===== config.mk =====
export PLATFORM = sky130hd
export DESIGN_NAME = digit_dec_ctrl
export DESIGN_NICKNAME = d
export VERILOG_FILES = /design/src/rtl/digit_dec_pkg.sv /design/src/rtl/digit_dec_wdog.sv /design/src/rtl/digit_dec_ctrl.sv
export SDC_FILE = /design/constraint.sdc
export NUM_CORES = 1
export LEC_CHECK = 0
export ABC_AREA = 1
export CORE_ASPECT_RATIO = 1.5
export CORE_MARGIN = 2
export CORE_UTILIZATION = 52
export CTS_BUF_LIST = sky130_fd_sc_hd__clkbuf_4 sky130_fd_sc_hd__clkbuf_8
export DETAILED_ROUTE_END_ITERATION = 10
export GPL_ROUTABILITY_DRIVEN = 0
export PLACE_DENSITY = 0.95
export SYNTH_ARGS = -nofsm -noshare
export SYNTH_HDL_FRONTEND = slang
export SYNTH_HIERARCHICAL = 1
export SYNTH_SLANG_ARGS = --single-unit

===== constraint.sdc =====
create_clock -name clk -period 3.35 [get_ports clk]
set_input_delay 0.67 -clock clk [delete_from_list [all_inputs] [get_ports clk]]
set_output_delay 0.67 -clock clk [all_outputs]
set_load 0.01 [all_outputs]

===== src/rtl/digit_dec_pkg.sv =====
// Shared types and default sizes for the classifier argmax stage and its sequencer.
package digit_dec_pkg;

  localparam int DEF_DATA_WIDTH = 16;
  localparam int DEF_N_MATS     = 10;
  localparam int DEF_IDX_W      = $clog2(DEF_N_MATS);

  typedef enum logic [1:0] {
    COLLECT = 2'd0,
    LAUNCH  = 2'd1,
    WAIT    = 2'd2,
    HOLD    = 2'd3
  } ctrl_state_t;

  // Argmax result as exchanged with digit_dec.
  typedef struct packed {
    logic [DEF_DATA_WIDTH-1:0] val;
    logic [DEF_IDX_W-1:0]      idx;
  } result_t;

endpackage


===== src/rtl/digit_dec_wdog.sv =====
// Loadable down-counter guarding the WAIT state of digit_dec_ctrl.
// Only instantiated when DIGIT_DEC_CTRL_WDOG_EN is defined.
module digit_dec_wdog #(
  parameter int CNT_W = 6
) (
  input  logic             clk,
  input  logic             rst_n,
  input  logic             load_i,
  input  logic [CNT_W-1:0] load_val_i,
  input  logic             en_i,
  output logic             expired_o
);

  logic [CNT_W-1:0] count_q, count_d;

  always_comb begin
    count_d = count_q;
    if (load_i) begin
      count_d = load_val_i;
    end else if (en_i && (count_q != '0)) begin
      count_d = count_q - CNT_W'(1);
    end
  end

  always_ff @(posedge clk or negedge rst_n) begin
    if (!rst_n) begin
      count_q <= '0;
    end else begin
      count_q <= count_d;
    end
  end

  assign expired_o = en_i && (count_q == '0);

endmodule


===== src/rtl/digit_dec_ctrl.sv =====
// Sequencer: gathers N_MATS serial class sums, launches them into digit_dec, holds the result.
// Optional WAIT watchdog and wdog_err port are enabled by defining DIGIT_DEC_CTRL_WDOG_EN.
module digit_dec_ctrl
  import digit_dec_pkg::*;
#(
  parameter  int DATA_WIDTH  = DEF_DATA_WIDTH,
  parameter  int N_MATS      = DEF_N_MATS,
  parameter  int TIMEOUT_CYC = 32,
  localparam int IDX_W       = $clog2(N_MATS)
) (
  input  logic                  clk,
  input  logic                  rst_n,
  input  logic [DATA_WIDTH-1:0] sum_in,
  input  logic                  sum_valid,
  input  logic                  sum_last,
  output logic                  sum_ready,
  output logic [DATA_WIDTH-1:0] dec_sum [N_MATS],
  output logic                  dec_valid_in,
  input  logic [DATA_WIDTH-1:0] dec_max,
  input  logic [IDX_W-1:0]      dec_index,
  input  logic                  dec_valid_out,
  output logic [IDX_W-1:0]      res_digit,
  output logic [DATA_WIDTH-1:0] res_max,
  output logic                  res_valid,
  input  logic                  res_ready,
  output logic                  proto_err,
  output logic [15:0]           frame_cnt
`ifdef DIGIT_DEC_CTRL_WDOG_EN
  ,
  output logic                  wdog_err
`endif
);

  localparam logic [IDX_W-1:0] LAST_IDX = IDX_W'(N_MATS - 1);

  ctrl_state_t           state_q, state_d;
  logic [IDX_W-1:0]      cnt_q, cnt_d;
  logic [IDX_W-1:0]      res_digit_q, res_digit_d;
  logic [DATA_WIDTH-1:0] res_max_q, res_max_d;
  logic [15:0]           frame_cnt_q, frame_cnt_d;
  logic                  proto_err_q, proto_err_d;
  logic                  sum_ready_q, dec_valid_in_q, res_valid_q;
  logic                  beat_acc, at_last, timeout;

  assign beat_acc = sum_valid && sum_ready_q;
  assign at_last  = (cnt_q == LAST_IDX);

`ifdef DIGIT_DEC_CTRL_WDOG_EN
  localparam int WDOG_W = $clog2(TIMEOUT_CYC + 1);

  logic wdog_err_q, wdog_err_d;

  // Loaded in LAUNCH so it reaches zero on the TIMEOUT_CYC-th WAIT cycle.
  digit_dec_wdog #(
    .CNT_W(WDOG_W)
  ) u_wdog (
    .clk       (clk),
    .rst_n     (rst_n),
    .load_i    (state_q == LAUNCH),
    .load_val_i(WDOG_W'(TIMEOUT_CYC - 1)),
    .en_i      (state_q == WAIT),
    .expired_o (timeout)
  );

  assign wdog_err = wdog_err_q;
`else
  logic unused_timeout_cyc;
  assign unused_timeout_cyc = (TIMEOUT_CYC != 0);
  assign timeout            = 1'b0;
`endif

  always_comb begin
    state_d     = state_q;
    cnt_d       = cnt_q;
    res_digit_d = res_digit_q;
    res_max_d   = res_max_q;
    frame_cnt_d = frame_cnt_q;
    proto_err_d = 1'b0;
`ifdef DIGIT_DEC_CTRL_WDOG_EN
    wdog_err_d  = wdog_err_q;
`endif
    case (state_q)
      COLLECT: begin
        if (beat_acc) begin
          if (at_last && sum_last) begin
            cnt_d   = '0;
            state_d = LAUNCH;
          end else if (at_last || sum_last) begin
            // Framing disagrees with the producer: drop the partial frame.
            cnt_d       = '0;
            proto_err_d = 1'b1;
          end else begin
            cnt_d = cnt_q + IDX_W'(1);
          end
        end
      end
      LAUNCH: begin
        state_d = WAIT;
      end
      WAIT: begin
        if (dec_valid_out) begin
          res_digit_d = dec_index;
          res_max_d   = dec_max;
          state_d     = HOLD;
        end else if (timeout) begin
          res_digit_d = '0;
          res_max_d   = '0;
          state_d     = HOLD;
`ifdef DIGIT_DEC_CTRL_WDOG_EN
          wdog_err_d  = 1'b1;
`endif
        end
      end
      HOLD: begin
        if (res_valid_q && res_ready) begin
          frame_cnt_d = frame_cnt_q + 16'd1;
          cnt_d       = '0;
          state_d     = COLLECT;
`ifdef DIGIT_DEC_CTRL_WDOG_EN
          wdog_err_d  = 1'b0;
`endif
        end
      end
      default: begin
        state_d = COLLECT;
      end
    endcase
  end

  // Status outputs are registered from the next state so they line up with it.
  always_ff @(posedge clk or negedge rst_n) begin
    if (!rst_n) begin
      state_q        <= COLLECT;
      cnt_q          <= '0;
      res_digit_q    <= '0;
      res_max_q      <= '0;
      frame_cnt_q    <= '0;
      proto_err_q    <= 1'b0;
      sum_ready_q    <= 1'b0;
      dec_valid_in_q <= 1'b0;
      res_valid_q    <= 1'b0;
`ifdef DIGIT_DEC_CTRL_WDOG_EN
      wdog_err_q     <= 1'b0;
`endif
    end else begin
      state_q        <= state_d;
      cnt_q          <= cnt_d;
      res_digit_q    <= res_digit_d;
      res_max_q      <= res_max_d;
      frame_cnt_q    <= frame_cnt_d;
      proto_err_q    <= proto_err_d;
      sum_ready_q    <= (state_d == COLLECT);
      dec_valid_in_q <= (state_d == LAUNCH);
      res_valid_q    <= (state_d == HOLD);
`ifdef DIGIT_DEC_CTRL_WDOG_EN
      wdog_err_q     <= wdog_err_d;
`endif
    end
  end

  // Slots are only written in COLLECT, so dec_sum is frozen through LAUNCH and WAIT.
  for (genvar gi = 0; gi < N_MATS; gi++) begin : g_slot
    logic [DATA_WIDTH-1:0] slot_q;

    always_ff @(posedge clk or negedge rst_n) begin
      if (!rst_n) begin
        slot_q <= '0;
      end else if (beat_acc && (cnt_q == IDX_W'(gi))) begin
        slot_q <= sum_in;
      end
    end

    assign dec_sum[gi] = slot_q;
  end

  assign sum_ready    = sum_ready_q;
  assign dec_valid_in = dec_valid_in_q;
  assign res_digit    = res_digit_q;
  assign res_max      = res_max_q;
  assign res_valid    = res_valid_q;
  assign proto_err    = proto_err_q;
  assign frame_cnt    = frame_cnt_q;

endmodule


==> impl_metrics.ini <==
[cts]
htree_levels = 1
cts.repair.resized = 0
postCtsSetupBuffers = 0
numCtsBuffers = 29
clock_latency_ps = 540
tritoncts = yes
path_clk_slew_ps = 60
cts_root_buf = clkbuf_8
cts.sink_count = 206
cts_buffer_depth = 3
holdBufCountCts = 0

[route]
first_pass_iters = 5
wl_met2_um = 11600
routed_wl_um = 22700
viasPerCell = 5.35
highest_layer = met4
m1WireLength_um = 8180
post_drt_wl_per_cell_um = 18.9
drt-initial-drc-count = 363
dr_wl_met3_um = 1910
ant_nets = 0
drcViolationCount = 0
vias = 6440

[grt]
grt_pass1_wl_um = 36000
overflow = 0
antenna_found_initial = 0
grt_pass1_vias = 6599
track_usage_pct = 28.8
grt_max_degree = 62

[floorplanning]
rows = 54
coreArea_mm2 = 0.0147
die-area_mm2 = 0.0161
start_util_pct = 53.4
ios = 242
dieHeight_um = 154
fp.dieW_um = 104

[timing]
tightest_slew_ps = 929
finalCriticalPeriod_ps = 2270
skew_ps = 20.6
tns_ps = 0
rsz0062_at_grt = no
hold_viol = 0
clock.fmax_mhz = 441
setup_violations = 0
fin_crit_sh_pct = 67.8
slew_headroom_pct = 37.9
slew_violations = 0

[critical_path]
worstPathArrival_ps = 1600
worstSetupPathType = flop to primary output
worstPathCellList = clkdlybuf4s50_1
start_kind = flop
cp_data_required_time_ps = 2680
slowest_delay_ps = 590
r2r_cells = 6
crit_family = buffers and inverters
ff2ff_setup_slack_ps = 1330
critPathMaxFanout = 5
rr_startpoint = cnt_q[0]
r2r_end = g_slot[2].slot_q[13]
worst_path_max_delay_cell = clkdlybuf4s50_1
path_buf_inv = 1
end_kind = primary output

[worst_hold_path]
min_path_type = input port to asynchronous set/reset pin

[yosys]
yosys_warnings = 6
netlist_area_mm2 = 0.00782
syn_avg_cell_area_um2 = 10.5
synth.area.top_cells = dfrtp_1 66%, nand2_1 9.4%, o21ai_1 8.0%, mux2_2 2.9%, o21ai_0 2.4%
syn-num-nets = 794
ys.flop_type = dfrtp_1
synth_top_area_cell = dfrtp_1
synth-async-reset-ratio_pct = 100
synth_most_common_cell = dfrtp_1
synth_cell_types = 25
ys_ff_latch = 206
synth_edf_count = 0
synth_top_area_share_pct = 65.9
yosysSeqAreaShare_pct = 65.9
synth_common_cells = 206 x dfrtp_1, 196 x nand2_1, 125 x o21ai_1, 47 x inv_1, 37 x o21ai_0
synth_cells = 745

[power]
power_uw = 8630
powerDensity_mw_per_mm2 = 785
p_leak_uw = 0.00501
ir_worst_vdd_mv = 0.611

[finish]
syn_to_final_growth_pct = 40.5
diodes = 0
fin_nets = 1039
layout-drive-gt1-share_pct = 10.1

[place]
io_buffers = 241
hpwlAfterDp_um = 15600

[job]
drv_cap = 0

[run_status]
status = finished, final reports clean
area by class of cell:
type / instances / area (um2)
Fill cell: 970 / 3670
Timing Repair Buffer: 246 / 2470
Sequential cell: 206 / 5150
Tap cell: 196 / 245
Clock inverter: 7 / 85.1
Inverter: 50 / 188
Multi-Input combinational cell: 457 / 2320
Clock buffer: 41 / 527
metrics by stage:
step           worst slack (ps)  area (um2)  hold slack, ps  cells  util [%]
5_1_grt                    1010       11000             120   1203      74.9
3_5_place_dp                811       10400             473   1155      70.8
6_report                   1080       11000             102   1203      74.9
3_3_place_gp                925       10400             465   1155      70.8
2_1_floorplan              1880        7820             374    745         -
4_1_cts                    1040       11000             119   1203      74.9
metal layers:
layer	global-route usage, %	up-vias
met5	0	-
met4	12.5	0
met3	7.50	63
met2	50.3	336
met1	33.5	3132
li1	-	2909
power breakdown:
group / leakage (uW) / internal [uW] / switching, uW / total (uW)
clock: 0.000327 / 1160 / 906 / 2070
sequential: 0.00276 / 3200 / 467 / 3670
combinational: 0.00193 / 1600 / 1290 / 2890
total: 0.00501 / 5960 / 2670 / 8630
registers in the layout (all words and copies together), names as in the netlist:
| name | cells |
|---|---|
| proto_err | 1 |
| g_slot.slot_q | 160 |
| dec_valid_in | 1 |
| frame_cnt | 16 |
| res_digit | 4 |
| sum_ready | 1 |
| cnt_q | 4 |
| res_valid | 1 |
| state_q | 2 |
| res_max | 16 |
cell usage in the layout, fill, tap and decap left out, types with 2 or more instances in the layout:
cell and count:
buf_4 4, bufinv_16 2, clkbuf_4 6, clkbuf_8 36, clkdlybuf4s50_1 240, clkinv_2 5
dfrtp_1 206, ha_1 7, inv_1 47, inv_2 3, mux2_2 20, nand2_1 196
nand2_2 11, nand3_1 12, nand4_1 3, nor2_1 16, nor2_2 8, nor2_4 2
nor3_1 4, o21ai_0 37, o21ai_1 125, xnor2_1 2, xor2_1 8
worst max path at each step:
stage / from / to / cells after the start
floorplan: res_ready / frame_cnt[15] / 7
global placement: sum_valid / g_slot[1].slot_q[9] / 5
detailed placement: sum_valid / g_slot[0].slot_q[12] / 5
CTS: frame_cnt[0] / frame_cnt[0] / 1
global route: frame_cnt[0] / frame_cnt[0] / 1
finish: frame_cnt[0] / frame_cnt[0] / 1
kinds of logic (layout without fill, tap and decap cells):
| kind of cell | Yosys count | count (layout) | share of synthesized area [%] |
|---|---|---|---|
| flops | 206 | 206 | 65.9 |
| buf+inv | 82 | 344 | 4.41 |
| fa+ha+maj | 7 | 7 | 1.12 |
| simple gates | 257 | 257 | 14.1 |
| compound gates | 163 | 163 | 10.4 |
| mux | 20 | 20 | 2.88 |
| xor+xnor | 10 | 10 | 1.12 |
No activity file was read; power rests on OpenSTA's default activity.
